<file path="src/rtl/alu_arbiter_if.sv">
// Requester/response bundle for alu_arbiter; master = issuing agents and consumer, slave = arbiter.
// rsp_zero exists only when ALU_ZERO_FLAG_EN is defined.
interface alu_arbiter_if;
   logic       req0_valid;
   logic       req0_ready;
   logic [3:0] req0_a;
   logic [3:0] req0_b;
   logic [2:0] req0_op;
   logic       req1_valid;
   logic       req1_ready;
   logic [3:0] req1_a;
   logic [3:0] req1_b;
   logic [2:0] req1_op;
   logic       rsp_valid;
   logic       rsp_ready;
   logic       rsp_id;
   logic [3:0] rsp_result;
`ifdef ALU_ZERO_FLAG_EN
   logic       rsp_zero;

   modport master (
      output req0_valid, req0_a, req0_b, req0_op,
      input  req0_ready,
      output req1_valid, req1_a, req1_b, req1_op,
      input  req1_ready,
      input  rsp_valid, rsp_id, rsp_result, rsp_zero,
      output rsp_ready
   );

   modport slave (
      input  req0_valid, req0_a, req0_b, req0_op,
      output req0_ready,
      input  req1_valid, req1_a, req1_b, req1_op,
      output req1_ready,
      output rsp_valid, rsp_id, rsp_result, rsp_zero,
      input  rsp_ready
   );
`else
   modport master (
      output req0_valid, req0_a, req0_b, req0_op,
      input  req0_ready,
      output req1_valid, req1_a, req1_b, req1_op,
      input  req1_ready,
      input  rsp_valid, rsp_id, rsp_result,
      output rsp_ready
   );

   modport slave (
      input  req0_valid, req0_a, req0_b, req0_op,
      output req0_ready,
      input  req1_valid, req1_a, req1_b, req1_op,
      output req1_ready,
      output rsp_valid, rsp_id, rsp_result,
      input  rsp_ready
   );
`endif
endinterface

</file>
<file path="src/rtl/alu_arbiter.sv">
// Round-robin share of one 4-bit ALU between two requesters: IDLE grant -> EXEC -> RESP hold.
// Optional ALU_ZERO_FLAG_EN adds a registered rsp_zero flag alongside rsp_result.
module alu_arbiter (
   input  logic          clk,
   input  logic          rst,
   alu_arbiter_if.slave  bus
);

   typedef enum logic [1:0] {
      IDLE = 2'd0,
      EXEC = 2'd1,
      RESP = 2'd2
   } state_t;

   typedef struct packed {
      logic [3:0] a;
      logic [3:0] b;
      logic [2:0] op;
      logic       id;
   } op_req_t;

   state_t     state, state_nxt;
   logic       last_grant;
   logic [1:0] vld;
   logic [1:0] rdy;
   logic       gnt_any;
   logic       gnt_id;
   logic       xfer;
   op_req_t    req_mux;
   op_req_t    req_q;
   logic [3:0] alu_res;
   logic [3:0] res_q;
   logic       id_q;
`ifdef ALU_ZERO_FLAG_EN
   logic       zero_q;
`endif

   assign vld = {bus.req1_valid, bus.req0_valid};

   // Contended cycles go to whoever did not win last; otherwise the lone requester.
   always_comb begin
      gnt_any = |vld;
      if (&vld) gnt_id = ~last_grant;
      else      gnt_id = vld[1];
   end

   always_comb begin
      req_mux = '0;
      if (gnt_id) begin
         req_mux.a  = bus.req1_a;
         req_mux.b  = bus.req1_b;
         req_mux.op = bus.req1_op;
         req_mux.id = 1'b1;
      end else begin
         req_mux.a  = bus.req0_a;
         req_mux.b  = bus.req0_b;
         req_mux.op = bus.req0_op;
         req_mux.id = 1'b0;
      end
   end

   // Ready is gated by rst so nothing transfers in the reset cycle.
   always_comb begin
      state_nxt = state;
      rdy       = 2'b00;
      case (state)
         IDLE: begin
            if (gnt_any && !rst) begin
               rdy       = gnt_id ? 2'b10 : 2'b01;
               state_nxt = EXEC;
            end
         end
         EXEC: state_nxt = RESP;
         RESP: if (bus.rsp_ready) state_nxt = IDLE;
         default: state_nxt = IDLE;
      endcase
   end

   assign xfer = |rdy;

   always_comb begin
      alu_res = 4'b0000;
      case (req_q.op)
         3'b000: alu_res = req_q.a + req_q.b;
         3'b001: alu_res = req_q.a - req_q.b;
         3'b010: alu_res = req_q.a & req_q.b;
         3'b011: alu_res = req_q.a | req_q.b;
         3'b100: alu_res = req_q.a ^ req_q.b;
         3'b101: alu_res = ~(req_q.a & req_q.b);
         3'b110: alu_res = ~(req_q.a | req_q.b);
         default: alu_res = 4'b0000;
      endcase
   end

   always_ff @(posedge clk) begin
      if (rst) begin
         state      <= IDLE;
         last_grant <= 1'b1;
         req_q      <= '0;
         res_q      <= 4'b0000;
         id_q       <= 1'b0;
      end else begin
         state <= state_nxt;
         if (xfer) begin
            req_q      <= req_mux;
            last_grant <= gnt_id;
         end
         if (state == EXEC) begin
            res_q <= alu_res;
            id_q  <= req_q.id;
         end
      end
   end

`ifdef ALU_ZERO_FLAG_EN
   always_ff @(posedge clk) begin
      if (rst)                 zero_q <= 1'b0;
      else if (state == EXEC)  zero_q <= (alu_res == 4'b0000);
   end

   assign bus.rsp_zero = zero_q;
`endif

   assign bus.req0_ready = rdy[0];
   assign bus.req1_ready = rdy[1];
   assign bus.rsp_valid  = (state == RESP);
   assign bus.rsp_result = res_q;
   assign bus.rsp_id     = id_q;

endmodule
</file>
<file path="src/flat_wrapper.sv">
// flat-port wrapper written by rule: the top's interface ports become plain ports
module alu_arbiter_flat 
  (clk, rst, bus_req0_valid, bus_req0_a, bus_req0_b, bus_req0_op, bus_req0_ready, bus_req1_valid, bus_req1_a, bus_req1_b, bus_req1_op, bus_req1_ready, bus_rsp_valid, bus_rsp_id, bus_rsp_result, bus_rsp_ready);
  alu_arbiter_if bus_i ();
  input  logic clk;
  input  logic rst;
  input wire logic [$bits(bus_i.req0_valid)-1:0] bus_req0_valid;
  input wire logic [$bits(bus_i.req0_a)-1:0] bus_req0_a;
  input wire logic [$bits(bus_i.req0_b)-1:0] bus_req0_b;
  input wire logic [$bits(bus_i.req0_op)-1:0] bus_req0_op;
  output wire logic [$bits(bus_i.req0_ready)-1:0] bus_req0_ready;
  input wire logic [$bits(bus_i.req1_valid)-1:0] bus_req1_valid;
  input wire logic [$bits(bus_i.req1_a)-1:0] bus_req1_a;
  input wire logic [$bits(bus_i.req1_b)-1:0] bus_req1_b;
  input wire logic [$bits(bus_i.req1_op)-1:0] bus_req1_op;
  output wire logic [$bits(bus_i.req1_ready)-1:0] bus_req1_ready;
  output wire logic [$bits(bus_i.rsp_valid)-1:0] bus_rsp_valid;
  output wire logic [$bits(bus_i.rsp_id)-1:0] bus_rsp_id;
  output wire logic [$bits(bus_i.rsp_result)-1:0] bus_rsp_result;
  input wire logic [$bits(bus_i.rsp_ready)-1:0] bus_rsp_ready;
  assign bus_i.req0_valid = bus_req0_valid;
  assign bus_i.req0_a = bus_req0_a;
  assign bus_i.req0_b = bus_req0_b;
  assign bus_i.req0_op = bus_req0_op;
  assign bus_req0_ready = bus_i.req0_ready;
  assign bus_i.req1_valid = bus_req1_valid;
  assign bus_i.req1_a = bus_req1_a;
  assign bus_i.req1_b = bus_req1_b;
  assign bus_i.req1_op = bus_req1_op;
  assign bus_req1_ready = bus_i.req1_ready;
  assign bus_rsp_valid = bus_i.rsp_valid;
  assign bus_rsp_id = bus_i.rsp_id;
  assign bus_rsp_result = bus_i.rsp_result;
  assign bus_i.rsp_ready = bus_rsp_ready;
  alu_arbiter u_core (.clk(clk), .rst(rst), .bus(bus_i));
endmodule
</file>
<file path="config.mk">
export PLATFORM = sky130hd
export DESIGN_NAME = alu_arbiter_flat
export DESIGN_NICKNAME = d
export VERILOG_FILES = /design/src/rtl/alu_arbiter_if.sv /design/src/rtl/alu_arbiter.sv /design/src/flat_wrapper.sv
export SDC_FILE = /design/constraint.sdc
export NUM_CORES = 1
export LEC_CHECK = 0
export BUFFER_PORTS_ARGS = -buffer_cell sky130_fd_sc_hd__buf_2
export CORE_MARGIN = 2
export CORE_UTILIZATION = 45
export CTS_BUF_LIST = sky130_fd_sc_hd__clkbuf_16
export DETAILED_ROUTE_END_ITERATION = 10
export GPL_TIMING_DRIVEN = 1
export PLACE_DENSITY = 0.69
export SYNTH_ARGS = -nofsm -noshare
export SYNTH_HDL_FRONTEND = slang
export SYNTH_SLANG_ARGS = --single-unit
</file>
<file path="constraint.sdc">
create_clock -name clk -period 5.4 [get_ports clk]
set_input_delay 1.08 -clock clk [delete_from_list [all_inputs] [get_ports clk]]
set_output_delay 1.08 -clock clk [all_outputs]
set_load 0.02 [all_outputs]
</file>
==> impl_metrics.yaml, run 1 <==
detailed_routing:
  route.final.wire_length_mm: 2.62
  drtIter0Drc: 44
  detail_route.vias_per_cell: 5.33
  drc_errors: 0
  firstDrtPassIters: 4
  wire_per_inst_um: 12.1
  vias: 1152
  antenna_left: 0
synthesis:
  synth_nets: 193
  async_flop_share_pct: 0
  syn_area_mm2: 0.00137
  synth_seq_cells: 20
  ys_types: 36
  synth_ff_type: "dfxtp_1"
  synth.avg_cell_area_um2: 8.97
  synth_cells: 153
  seq_area_frac_synth_pct: 29.2
  synth_edf_count: 0
  synth-warning-count: 0
sta:
  worstMarginPinSlew_ns: 0.603
  min_period_ns: 3.62
  setup_slack_ns: 1.78
  fin_crit_sh_pct: 67.0
  hold_viol_final: 0
  fin_setup_tns_ns: 0
  rsz0062_at_grt: "false"
  slew_violations: 0
  clock.fmax_mhz: 276
  finClkSkew_ns: 0.00292
  setup_violations: 0
  slew_headroom_pct: 59.7
die:
  die_w_um: 59.2
  io-pin-count: 35
  fp.dieH_um: 59.2
  start_util_pct: 46.1
  die_area_mm2: 0.00351
  rows: 20
  core_mm2: 0.00298
clock_network:
  cts_tree: "built"
  clockRootBuffer: "clkbuf_16"
  clk_path_buf_depth: 2
  clk_transition_reported_paths_ns: 0.05
  cts.sinks: 20
  clk-insertion-delay-late_ns: 0.25
  cts-resized-gates: 0
  post_cts_buffers: 0
  numCtsBuffers: 3
  htree_levels: 1
  ctsHoldBuffers: 0
critical_path:
  critical_path_required_ns: 4.32
  critical_path_class: "primary input to output port"
  crit_arrival_ns: 2.54
  worstPathMaxFanout: 25
  cp-end-kind: "output port"
  crit_path_start: "rst"
  start_kind: "primary input"
  r2r-start: "u_core.req_q[3]$_SDFFE_PP0P_"
global_routing:
  grt_max_degree: 26
  grt.total_usage_pct: 17.3
  antenna_found_initial: 0
  grt_pass1_vias: 1073
  overflow: 0
  grt_pass1_wl_mm: 4.69
finish:
  mostFrequentLayoutCell: "buf_2"
  n_antenna_cell: 0
  drive_gt1_share_pct: 26.8
  syn_to_final_growth_pct: 20.8
  final_cell_mix: "buf_2, nor2_1, dfxtp_1, mux2i_1"
  num-fill-cells: 261
  post-route-cell-area_mm2: 0.00166
  num-nets-final: 224
place:
  pre_cts_slack_ns: 1.79
  routabilityCongestion: 0.876
  dpl_cell_area_mm2: 0.00155
  dpl.hpwl_mm: 2.12
  io_buffers: 34
min_path:
  hold_start: "u_core.bus.rsp_result[1]$_SDFFE_PP0N_"
  min_path_type: "flip-flop to flip-flop"
power:
  pwr_density_cell_mw_per_mm2: 311
  peakVddDrop_uv: 138
  p_leak_nw: 0.756
status:
  status: "completed"
run:
  maxCapViolCount: 0
[worst paths after layout]
path | end | slack [ns] | cells after the start
setup / recovery | bus_req1_ready | 1.78 | 5
hold reg to reg | u_core.bus.rsp_result[1]$_SDFFE_PP0N_ | 0.46 | 2
setup reg to reg | u_core.bus.rsp_result[3]$_SDFFE_PP0N_ | 3.07 | 7
hold / removal | u_core.bus.rsp_result[1]$_SDFFE_PP0N_ | 0.46 | 2
[report_power, final]
part / switching (mW) / internal [mW] / total (mW)
Sequential: 0.0192 / 0.162 / 0.181
Combinational: 0.0648 / 0.0671 / 0.132
Clock: 0.0552 / 0.147 / 0.202
[per-stage QoR]
stage | power (mW) | hold slack (ns) | instances | utilization (%)
2_1_floorplan | 0.283 | 0.436 | 153 | -
3_3_place_gp | 0.311 | 0.443 | 212 | 52.1
3_5_place_dp | 0.317 | 0.452 | 212 | 52.1
4_1_cts | 0.519 | 0.459 | 216 | 55.7
5_1_grt | 0.544 | 0.489 | 216 | 55.7
6_report | 0.515 | 0.456 | 216 | 55.7
[flip-flops by register name, summed over array words and instances (netlist names)]
register               count
u_core.req_q              12
u_core.bus.rsp_result      4
u_core.state               2
u_core.bus.rsp_id          1
u_core.last_grant          1
[Yosys cell counts, types with 2 or more instances]
| library cell | count | area share, % |
|---|---|---|
| xnor2_1 | 2 | 1.3 |
| nor2b_1 | 5 | 2.3 |
| clkbuf_1 | 5 | 1.4 |
| a211oi_1 | 12 | 6.6 |
| and2_1 | 6 | 2.7 |
| mux2i_1 | 14 | 10 |
| nand2_1 | 4 | 1.1 |
| mux2_2 | 3 | 2.5 |
| o21ai_1 | 2 | 0.73 |
| buf_2 | 4 | 1.5 |
| dfxtp_1 | 20 | 29 |
| a21oi_1 | 6 | 2.2 |
| mux4_2 | 2 | 3.3 |
| nor2_1 | 23 | 6.3 |
| a31oi_1 | 2 | 0.91 |
| ha_1 | 12 | 11 |
| nand2b_1 | 2 | 0.91 |
| inv_1 | 11 | 3.0 |
[cell type report]
type	count	area (um2)	area share [%]
clock buffer	3	75.1	4.53
tap	33	41.3	2.49
sequential	20	400	24.2
timing repair buffer	35	178	10.7
multi-input combinational	112	888	53.6
clock inverter	1	30.0	1.81
inverter	12	45.0	2.72
[routing by layer]
metal / up-vias / GRT usage [%] / wire length, um
met5: - / 0 / 0
met2: 33 / 30.6 / 1310
li1: 595 / - / -
met3: 5 / 5.24 / 141
met4: 0 / 2.92 / 20
met1: 519 / 20.8 / 1140
[critical path, cell delays in order]
cell and delay (ns):
buf_2 0.20, or4_1 0.56, inv_2 0.31, and2_1 0.21
buf_2 0.17
[cell families after synthesis]
kind of cell               synth area share (%)
AOI/OAI and AO/OA                          15.8
xor gates and xnor gates                   1.91
adders and majority gates                  12.4
buffers and inverters                      6.11
DFF                                        29.2
muxes                                      17.9
and+or+nand+nor                            16.8
Power figures use the tool's default switching activity.
==> run 2: changes to the inputs <==
- ABC_AREA: default -> 1
- PLACE_DENSITY: 0.69 -> 0.7
- clock period: 5.4 -> 3.55 ns (I/O delays scaled with it)
==> run 2 against run 1 <==
  * Sequential share of layout area grew 0.62 points
  * Final area fell by 2.5%
  * Via count grew 12%
  * Critical endpoint unchanged
  * Largest cell class unchanged
==> impl_metrics.yaml, run 2 <==
clock_network:
  clk-insertion-delay-late_ns: 0.25
  ctsHoldBuffers: 0
  htree_levels: 1
  cts.sinks: 20
  post_cts_buffers: 0
  cts-resized-gates: 0
  clockRootBuffer: "clkbuf_16"
  clk_path_buf_depth: 2
  cts_tree: "built"
  clk_transition_reported_paths_ns: 0.06
  numCtsBuffers: 3
die:
  die_w_um: 58.4
  rows: 19
  fp.dieH_um: 58.4
  core_mm2: 0.00278
  io-pin-count: 35
  die_area_mm2: 0.00341
  start_util_pct: 47.9
global_routing:
  grt_pass1_wl_mm: 5.04
  gr-max-usage-layer: "met2"
  antenna_found_initial: 0
  grtUsageMet3_pct: 2.64
  grt.met2_usage_pct: 32.9
  overflow: 0
  grt_use_met1_pct: 23.9
  grt.total_usage_pct: 18.9
  grt_pass1_vias: 1239
  grt_max_degree: 19
detailed_routing:
  drtIter0Drc: 44
  drc_errors: 0
  route.final.wire_length_mm: 2.97
  vias: 1294
  detail_route.vias_per_cell: 5.05
  antenna_left: 0
  firstDrtPassIters: 4
  wire_per_inst_um: 11.6
finish:
  drive_gt1_share_pct: 23.1
  n_antenna_cell: 0
  max_flop_register: "u_core.req_q"
  num-nets-final: 266
  final_cell_mix: "nand2_1, buf_2, inv_1, dfxtp_1, nor2_1"
  mostFrequentLayoutCell: "nand2_1"
  largest_reg_flops: 12
  syn_to_final_growth_pct: 21.4
sta:
  slew_headroom_pct: 70.3
  min_period_ns: 2.61
  clock.fmax_mhz: 383
  fin_crit_sh_pct: 73.6
  worstMarginPinSlew_ns: 0.444
  slew_violations: 0
  setup_violations: 0
  rsz0062_at_grt: "false"
  hold_viol_final: 0
  fin_setup_tns_ns: 0
  finClkSkew_ns: 0.00373
synthesis:
  synth_most_common_cell: "nand2_1"
  yosysTopAreaCell: "dfxtp_1"
  yosys-top-cells-area: "dfxtp_1, nand2_1, ha_1, inv_1, a31oi_1"
  synth_top_area_share_pct: 30.1
  synth_ff_type: "dfxtp_1"
  synth-warning-count: 0
  yosys-top-cells-count: "nand2_1, dfxtp_1, inv_1, nor2_1, ha_1"
  seq_area_frac_synth_pct: 30.1
  synth_nets: 232
  synth_cells: 192
  synth_edf_count: 0
  synth_seq_cells: 20
  async_flop_share_pct: 0
  synth.avg_cell_area_um2: 6.93
  ys_types: 28
  syn_area_mm2: 0.00133
critical_path:
  crit_arrival_ns: 1.90
  start_kind: "primary input"
  critical_path_class: "primary input to output port"
  cp-end-kind: "output port"
  worstPathMaxFanout: 18
  critical_path_required_ns: 2.84
place:
  io_buffers: 34
  dpl.hpwl_mm: 2.26
  routabilityCongestion: 0.740
power:
  pwr_density_cell_mw_per_mm2: 461
  power_mw: 0.745
  p_leak_nw: 0.765
  peakVddDrop_uv: 335
min_path:
  min_path_type: "flip-flop to flip-flop"
status:
  status: "completed"
run:
  maxCapViolCount: 0
run 2: cell count changes in the layout (fill, tap and decap cells not counted), moves of 3 or more:
| cell | before | now |
|---|---|---|
| nand2_1 | 4 | 66 |
| mux2i_1 | 14 | 0 |
| a211oi_1 | 12 | 0 |
| a31oi_1 | 2 | 11 |
| inv_1 | 11 | 20 |
| nor2_1 | 23 | 14 |
| nand3_1 | 0 | 7 |
| and2_1 | 6 | 0 |
| nor2b_1 | 5 | 0 |
| inv_2 | 1 | 4 |
| mux2_2 | 3 | 0 |
| o21ai_0 | 1 | 4 |
run 2: routing by layer:
metal	up-vias	wire length, um
met5	-	0
met4	0	34
met3	7	146
met2	37	1420
met1	561	1360
li1	689	-
run 2: cell type report:
| cell class | instances | area, um2 |
|---|---|---|
| Fill cell | 280 | 1160 |
| Clock buffer | 3 | 75.1 |
| Timing Repair Buffer | 34 | 170 |
| Inverter | 24 | 90.1 |
| Clock inverter | 1 | 30.0 |
| Multi-Input combinational cell | 143 | 812 |
| Tap cell | 31 | 38.8 |
| Sequential cell | 20 | 400 |
run 2: final timing paths:
kind                                                             from                               endpoint  slack, ns  cells after the start
worst max-delay path                                              rst                         bus_req1_ready       0.94                      5
worst min-delay path            u_core.bus.rsp_result[1]$_SDFFE_PP0N_  u_core.bus.rsp_result[1]$_SDFFE_PP0N_       0.47                      2
worst max register to register           u_core.req_q[4]$_SDFFE_PP0P_  u_core.bus.rsp_result[3]$_SDFFE_PP0N_       1.43                     15
worst min register to register  u_core.bus.rsp_result[1]$_SDFFE_PP0N_  u_core.bus.rsp_result[1]$_SDFFE_PP0N_       0.47                      2
run 2: cells by family after synthesis:
kind of cell	after synthesis	share of synthesized area (%)
xor+xnor	2	1.32
buf+inv	29	8.93
simple gates	96	31.6
flops	20	30.1
fa+ha+maj	13	12.8
compound gates	32	15.3
run 2: report_power, final:
| group | switching (mW) | internal, mW | total, mW | leakage [nW] |
|---|---|---|---|---|
| combinational | 0.110 | 0.0710 | 0.181 | 0.550 |
| clock | 0.0791 | 0.223 | 0.303 | 0.0511 |
| sequential | 0.0190 | 0.243 | 0.262 | 0.164 |
| total | 0.208 | 0.538 | 0.745 | 0.765 |
run 2: through the flow:
step / worst slack (ns) / utilization, % / instances / hold slack (ns) / cell area [um2]
finish: 0.937 / 58.1 / 256 / 0.471 / 1620
global route: 0.813 / 58.1 / 256 / 0.488 / 1620
CTS: 0.929 / 58.1 / 256 / 0.471 / 1620
detailed placement: 0.933 / 54.3 / 252 / 0.463 / 1510
global placement: 0.942 / 54.3 / 252 / 0.461 / 1510
floorplan: 1.46 / - / 192 / 0.442 / 1330
run 2: worst max-delay path, cell delays in order:
cell and delay, ns:
buf_2 0.21, inv_2 0.12, nand3b_4 0.19, nor2_2 0.42, buf_2 0.25
